[config.mk]
export PLATFORM = sky130hd
export DESIGN_NAME = vga_scan_render
export DESIGN_NICKNAME = d
export VERILOG_FILES = /design/src/rtl/vga_scan_render.sv
export SDC_FILE = /design/constraint.sdc
export NUM_CORES = 1
export LEC_CHECK = 0
export CORE_UTILIZATION = 44
export DETAILED_ROUTE_END_ITERATION = 8
export PLACE_DENSITY = 0.76
export SYNTH_ARGS = -nofsm -noshare
export SYNTH_HDL_FRONTEND = slang
export SYNTH_SLANG_ARGS = --single-unit
[constraint.sdc]
create_clock -name clk -period 2.25 [get_ports clk]
set_input_delay 0.45 -clock clk [delete_from_list [all_inputs] [get_ports clk]]
set_output_delay 0.45 -clock clk [all_outputs]
set_load 0.02 [all_outputs]
[src/rtl/vga_scan_render.sv]
// +--------------------------------------------------------------------------+
// | vga_scan_render                                                          |
// | 640x480@60 raster, class-to-RGB mapping, sync and frame tick generation. |
// | Optional apple overlay enabled with macro APPLE_DRAW_EN.                 |
// | Rev 1.0                                                                  |
// +--------------------------------------------------------------------------+
`default_nettype none

module vga_scan_render #(
    parameter int H_VIS  = 640,
    parameter int H_FP   = 16,
    parameter int H_SYNC = 96,
    parameter int H_BP   = 48,
    parameter int V_VIS  = 480,
    parameter int V_FP   = 10,
    parameter int V_SYNC = 2,
    parameter int V_BP   = 33
) (
    input  logic        clk,
    input  logic        rst,
    input  logic [1:0]  pix_class,
`ifdef APPLE_DRAW_EN
    input  logic [6:0]  apple_x,
    input  logic [6:0]  apple_y,
`endif
    output logic [9:0]  x_pos,
    output logic [9:0]  y_pos,
    output logic        video_on,
    output logic        hsync,
    output logic        vsync,
    output logic [11:0] rgb,
    output logic        frame_tick
);

    localparam logic [9:0] c_H_VIS      = 10'(H_VIS);
    localparam logic [9:0] c_H_MAX      = 10'(H_VIS + H_FP + H_SYNC + H_BP - 1);
    localparam logic [9:0] c_HS_START   = 10'(H_VIS + H_FP);
    localparam logic [9:0] c_HS_END     = 10'(H_VIS + H_FP + H_SYNC - 1);
    localparam logic [9:0] c_V_VIS      = 10'(V_VIS);
    localparam logic [9:0] c_V_MAX      = 10'(V_VIS + V_FP + V_SYNC + V_BP - 1);
    localparam logic [9:0] c_VS_START   = 10'(V_VIS + V_FP);
    localparam logic [9:0] c_VS_END     = 10'(V_VIS + V_FP + V_SYNC - 1);

    localparam logic [1:0] c_CLS_NONE   = 2'b00;
    localparam logic [1:0] c_CLS_HEAD   = 2'b01;
    localparam logic [1:0] c_CLS_BODY   = 2'b10;
    localparam logic [1:0] c_CLS_WALL   = 2'b11;

    localparam logic [11:0] c_RGB_BLACK = 12'h000;
    localparam logic [11:0] c_RGB_WHITE = 12'hFFF;
    localparam logic [11:0] c_RGB_RED   = 12'hF00;
    localparam logic [11:0] c_RGB_GREEN = 12'h0F0;
    localparam logic [11:0] c_RGB_APPLE = 12'hFF0;

    logic        pix_en_q,     pix_en_d;
    logic [9:0]  h_cnt_q,      h_cnt_d;
    logic [9:0]  v_cnt_q,      v_cnt_d;
    logic        video_on_q,   video_on_d;
    logic        hsync_q,      hsync_d;
    logic        vsync_q,      vsync_d;
    logic [11:0] rgb_q,        rgb_d;
    logic        frame_tick_q, frame_tick_d;

    logic        w_visible;
    logic        w_apple_hit;
    logic [11:0] w_colour;

`ifdef APPLE_DRAW_EN
    assign w_apple_hit = (h_cnt_q[9:3] == apple_x) && (v_cnt_q[9:3] == apple_y);
`else
    assign w_apple_hit = 1'b0;
`endif

    always_comb begin
        pix_en_d     = ~pix_en_q;
        h_cnt_d      = h_cnt_q;
        v_cnt_d      = v_cnt_q;
        video_on_d   = video_on_q;
        hsync_d      = hsync_q;
        vsync_d      = vsync_q;
        rgb_d        = rgb_q;
        // Tick is re-evaluated every clk so it lasts exactly one clk.
        frame_tick_d = pix_en_q && (h_cnt_q == c_H_MAX) && (v_cnt_q == c_V_MAX);

        w_visible = (h_cnt_q < c_H_VIS) && (v_cnt_q < c_V_VIS);

        case (pix_class)
            c_CLS_WALL: w_colour = c_RGB_WHITE;
            c_CLS_HEAD: w_colour = c_RGB_RED;
            c_CLS_BODY: w_colour = c_RGB_GREEN;
            c_CLS_NONE: w_colour = w_apple_hit ? c_RGB_APPLE : c_RGB_BLACK;
            default:    w_colour = c_RGB_BLACK;
        endcase

        if (pix_en_q) begin
            video_on_d = w_visible;
            hsync_d    = !((h_cnt_q >= c_HS_START) && (h_cnt_q <= c_HS_END));
            vsync_d    = !((v_cnt_q >= c_VS_START) && (v_cnt_q <= c_VS_END));
            rgb_d      = w_visible ? w_colour : c_RGB_BLACK;

            if (h_cnt_q == c_H_MAX) begin
                h_cnt_d = 10'd0;
                v_cnt_d = (v_cnt_q == c_V_MAX) ? 10'd0 : v_cnt_q + 10'd1;
            end else begin
                h_cnt_d = h_cnt_q + 10'd1;
            end
        end
    end

    always_ff @(posedge clk) begin
        if (!rst) begin
            pix_en_q     <= 1'b0;
            h_cnt_q      <= 10'd0;
            v_cnt_q      <= 10'd0;
            video_on_q   <= 1'b0;
            hsync_q      <= 1'b1;
            vsync_q      <= 1'b1;
            rgb_q        <= c_RGB_BLACK;
            frame_tick_q <= 1'b0;
        end else begin
            pix_en_q     <= pix_en_d;
            h_cnt_q      <= h_cnt_d;
            v_cnt_q      <= v_cnt_d;
            video_on_q   <= video_on_d;
            hsync_q      <= hsync_d;
            vsync_q      <= vsync_d;
            rgb_q        <= rgb_d;
            frame_tick_q <= frame_tick_d;
        end
    end

    assign x_pos      = h_cnt_q;
    assign y_pos      = v_cnt_q;
    assign video_on   = video_on_q;
    assign hsync      = hsync_q;
    assign vsync      = vsync_q;
    assign rgb        = rgb_q;
    assign frame_tick = frame_tick_q;

endmodule

`default_nettype wire

==> key figures <==
Die
  • Starting Density: 47.5%
  • Die X: ~57 um
  • Placement Rows: 19
  • Die height: 57.0 um
  • Top Ports: 40
  • Full die area: 3250 um^2
  • Core ar.: around 2800 um^2

Logic synthesis
  • Syn Area/Cell: around 8.8 um^2
  • Synthesized area: roughly 1300 um^2
  • FFs w/ async S/R, synth: 0%
  • Mapped Cells: around 150
  • Post-Synth XOR/XNOR Area: slightly above 7%
  • Yosys warnings: 0
  • Post-synthesis simple-gate area fraction: ~25%
  • Distinct cells, synth: 36
  • Adder-cell share of the synthesized area: between 3 and 4%
  • Syn_nets: approximately 160
  • Compound-Gate Fraction of Synth Area: 12.3%
  • Post-synth EDFFs: 0
  • Primary FF master, synth: dfxtp_1
  • Seq/Total Area, Yosys: between 40 and 50%
  • Portion of netlist area occupied by mux cells: 0.752%
  • Number of synthesized register bits: 28
  • Main combinational cell family by area after synthesis: simple AND/OR/NAND/NOR gates

GRT
  • Global route total overflow: 0
  • Tot GR Track Use: about a fifth
  • Antenna violations before repair: 0
  • Vias in the first global route: 1,032
  • Global-route wire length before repair: slightly below 5 mm
  • Pin count of the biggest net entering global routing: 16

Min path
  • Worst hold path type: register to register
  • Hold Path Origin: hsync

Clocking
  • H-tree depth: 1
  • CTS tree: yes
  • # clock sinks: 28
  • Clock Tree Buf Depth: 2
  • Reg clk slew, reported paths: 0.14 ns
  • CTS Buf Count: 3
  • CTS Root Cell: clkbuf_4
  • Post-cts sizing count: 0
  • Post-CTS Setup Bufs: 0
  • Clk_lat worst skew: 0.32 ns
  • Hold_buf cts: 0

Cells and area
  • Most frequent cells in the layout: clkdlybuf4s50_1 (39), dfxtp_1 (28), nor2_1 (15)
  • Commonest non-fill, non-tap cell in the layout: clkdlybuf4s50_1
  • Area Overhead vs Synth: 32.1%
  • Final nets: 198
  • Antenna cell count: 0
  • Layout cells sized above 1: between 7 and 8%
  • FILL cells: 253

Route
  • Detailed router's first-iteration violation count: between 40 and 50
  • Routed vias: ~1,200
  • DRC viols: 8
  • Total wire length: slightly below 3 mm
  • Avg WL per Cell: approximately 13 um
  • Initial DRT Pass Iterations: 6
  • Antenna violation net count after detailed routing: 0
  • Avg Vias per Cell: about 5.5

Place
  • Port Buffers: 39
  • GPL Wtd Cong: roughly 0.76
  • Place WS: roughly 0.16 ns
  • Post-DP HPWL: between 2 and 2.5 mm

Critical path
  • Worst EP required: approximately 2.5 ns
  • Crit path capture type: register
  • Number of buffer and inverter stages on the critical path: 0
  • CP arrival: between 2 and 2.5 ns
  • Startpoint Class: register
  • FF-to-FF Start: x_pos[1]
  • CP startpoint: x_pos[1]
  • Max stage delay on crit path: about 0.6 ns
  • CP max-delay cell: or4_4
  • Critical-path maximum fanout: 10
  • Crit path kind: register to register
  • Top cell by count, worst path: or4_4
  • Cell Chain, Critical Path: ha_1 > nand3_1 > or4_4 > or4_4 > a21oi_2
  • Largest delay share family, worst path: simple AND/OR/NAND/NOR gates

Timing
  • Final Hold Vio Count: 0
  • Period utilization: approximately 94%
  • RSZ-0062 raised after global routing: no
  • Tightest Pin Transition: roughly 0.46 ns
  • TNS Setup: 0 ns
  • Final period demand of the worst path: 2.10 ns
  • Fmax: between 0.4 and 0.5 GHz
  • Slew Limit Fails: 0
  • Max-slew headroom: between 60% and 70%
  • Worst Skew: approximately 0.0053 ns
  • # setup viols final: 0
  • Slack of the critical path: 0.145 ns

Power and ir drop
  • P_leak: 0.622 nW
  • Pwr Total: roughly 0.8 mW
  • Max VDD drop: 0.000244 V
  • Power per cell area: approximately 460 nW/um^2

Run status
  • Status: finished, violations left
  • Failing checks: design-rule violations

Flow run
  • Maxcap violations: 0
[metrics by stage]
step	utilization [%]	cells	hold WS [ns]	area [um^2]
finish	62.7	219	0.458	1760
floorplan	-	151	0.522	1330
global route	62.7	219	0.487	1760
CTS	61.9	216	0.461	1740
global placement	61.1	213	0.439	1710
detailed placement	61.1	213	0.441	1710
[synthesized netlist by cell type, drive strengths merged, types with 2 or more instances]
cell type	count	share of area [%]
clkbuf	3	0.85
inv	8	2.3
a21oi	9	3.7
and4	3	2.0
o21ai	9	3.7
nand2	10	2.8
nor3	4	1.5
dfxtp	28	42
or3	6	2.8
nand3	4	1.5
a22o	2	1.3
xnor2	6	3.9
nor4b	2	1.3
buf	10	5.5
xor2	5	3.3
nor2	15	4.2
nand4	5	2.3
and3	2	0.94
o311ai	2	1.3
or4	3	2.3
ha	4	3.8
[flip-flops by register name, indices dropped and copies added, names as in the netlist]
name and count:
vsync 1, rgb 3, pix_en_q 1, hsync 1, y_pos 10, frame_tick 1
x_pos 10, video_on 1
[area by class of cell]
cell class,instances,area (um^2),share of cell area [%]
clock buffers,3,22.5,1.28
inverters,8,30.0,1.71
multi-input cells,102,657,37.3
flip-flops and latches,28,561,31.9
well taps,31,38.8,2.20
repair buffers,47,450,25.6
[per-layer routing]
metal / vias up / routed length [um] / global-route usage [%]
met2: 34 / 1350 / 30.9
li1: 605 / - / -
met1: 554 / 1370 / 26.8
met3: 5 / 122 / 2.95
met4: 0 / 38 / 7.32
met5: - / 0 / 0
[logic make-up after synthesis]
family	Yosys count
simple gates	60
xor+xnor	11
compound gates	26
fa+ha+maj	4
flops	28
buf+inv	21
mux	1
[power breakdown]
part / switching [mW] / internal (mW)
Combinational: 0.0492 / 0.0451
Sequential: 0.00747 / 0.505
Clock: 0.140 / 0.0628
[tightest hold or removal path, delay by kind of cell, from the launching register on]
kind / cells / cell delay, ns
flops: 1 / 0.34
buf+inv: 1 / 0.05
compound gates: 1 / 0.05
[worst paths after layout]
path,end,slack (ns),depth (start not counted)
max,y_pos[7],0.15,5
min,hsync,0.46,2
max reg2reg,y_pos[7],0.15,5
min reg2reg,hsync,0.46,2
Power figures use the tool's default switching activity.
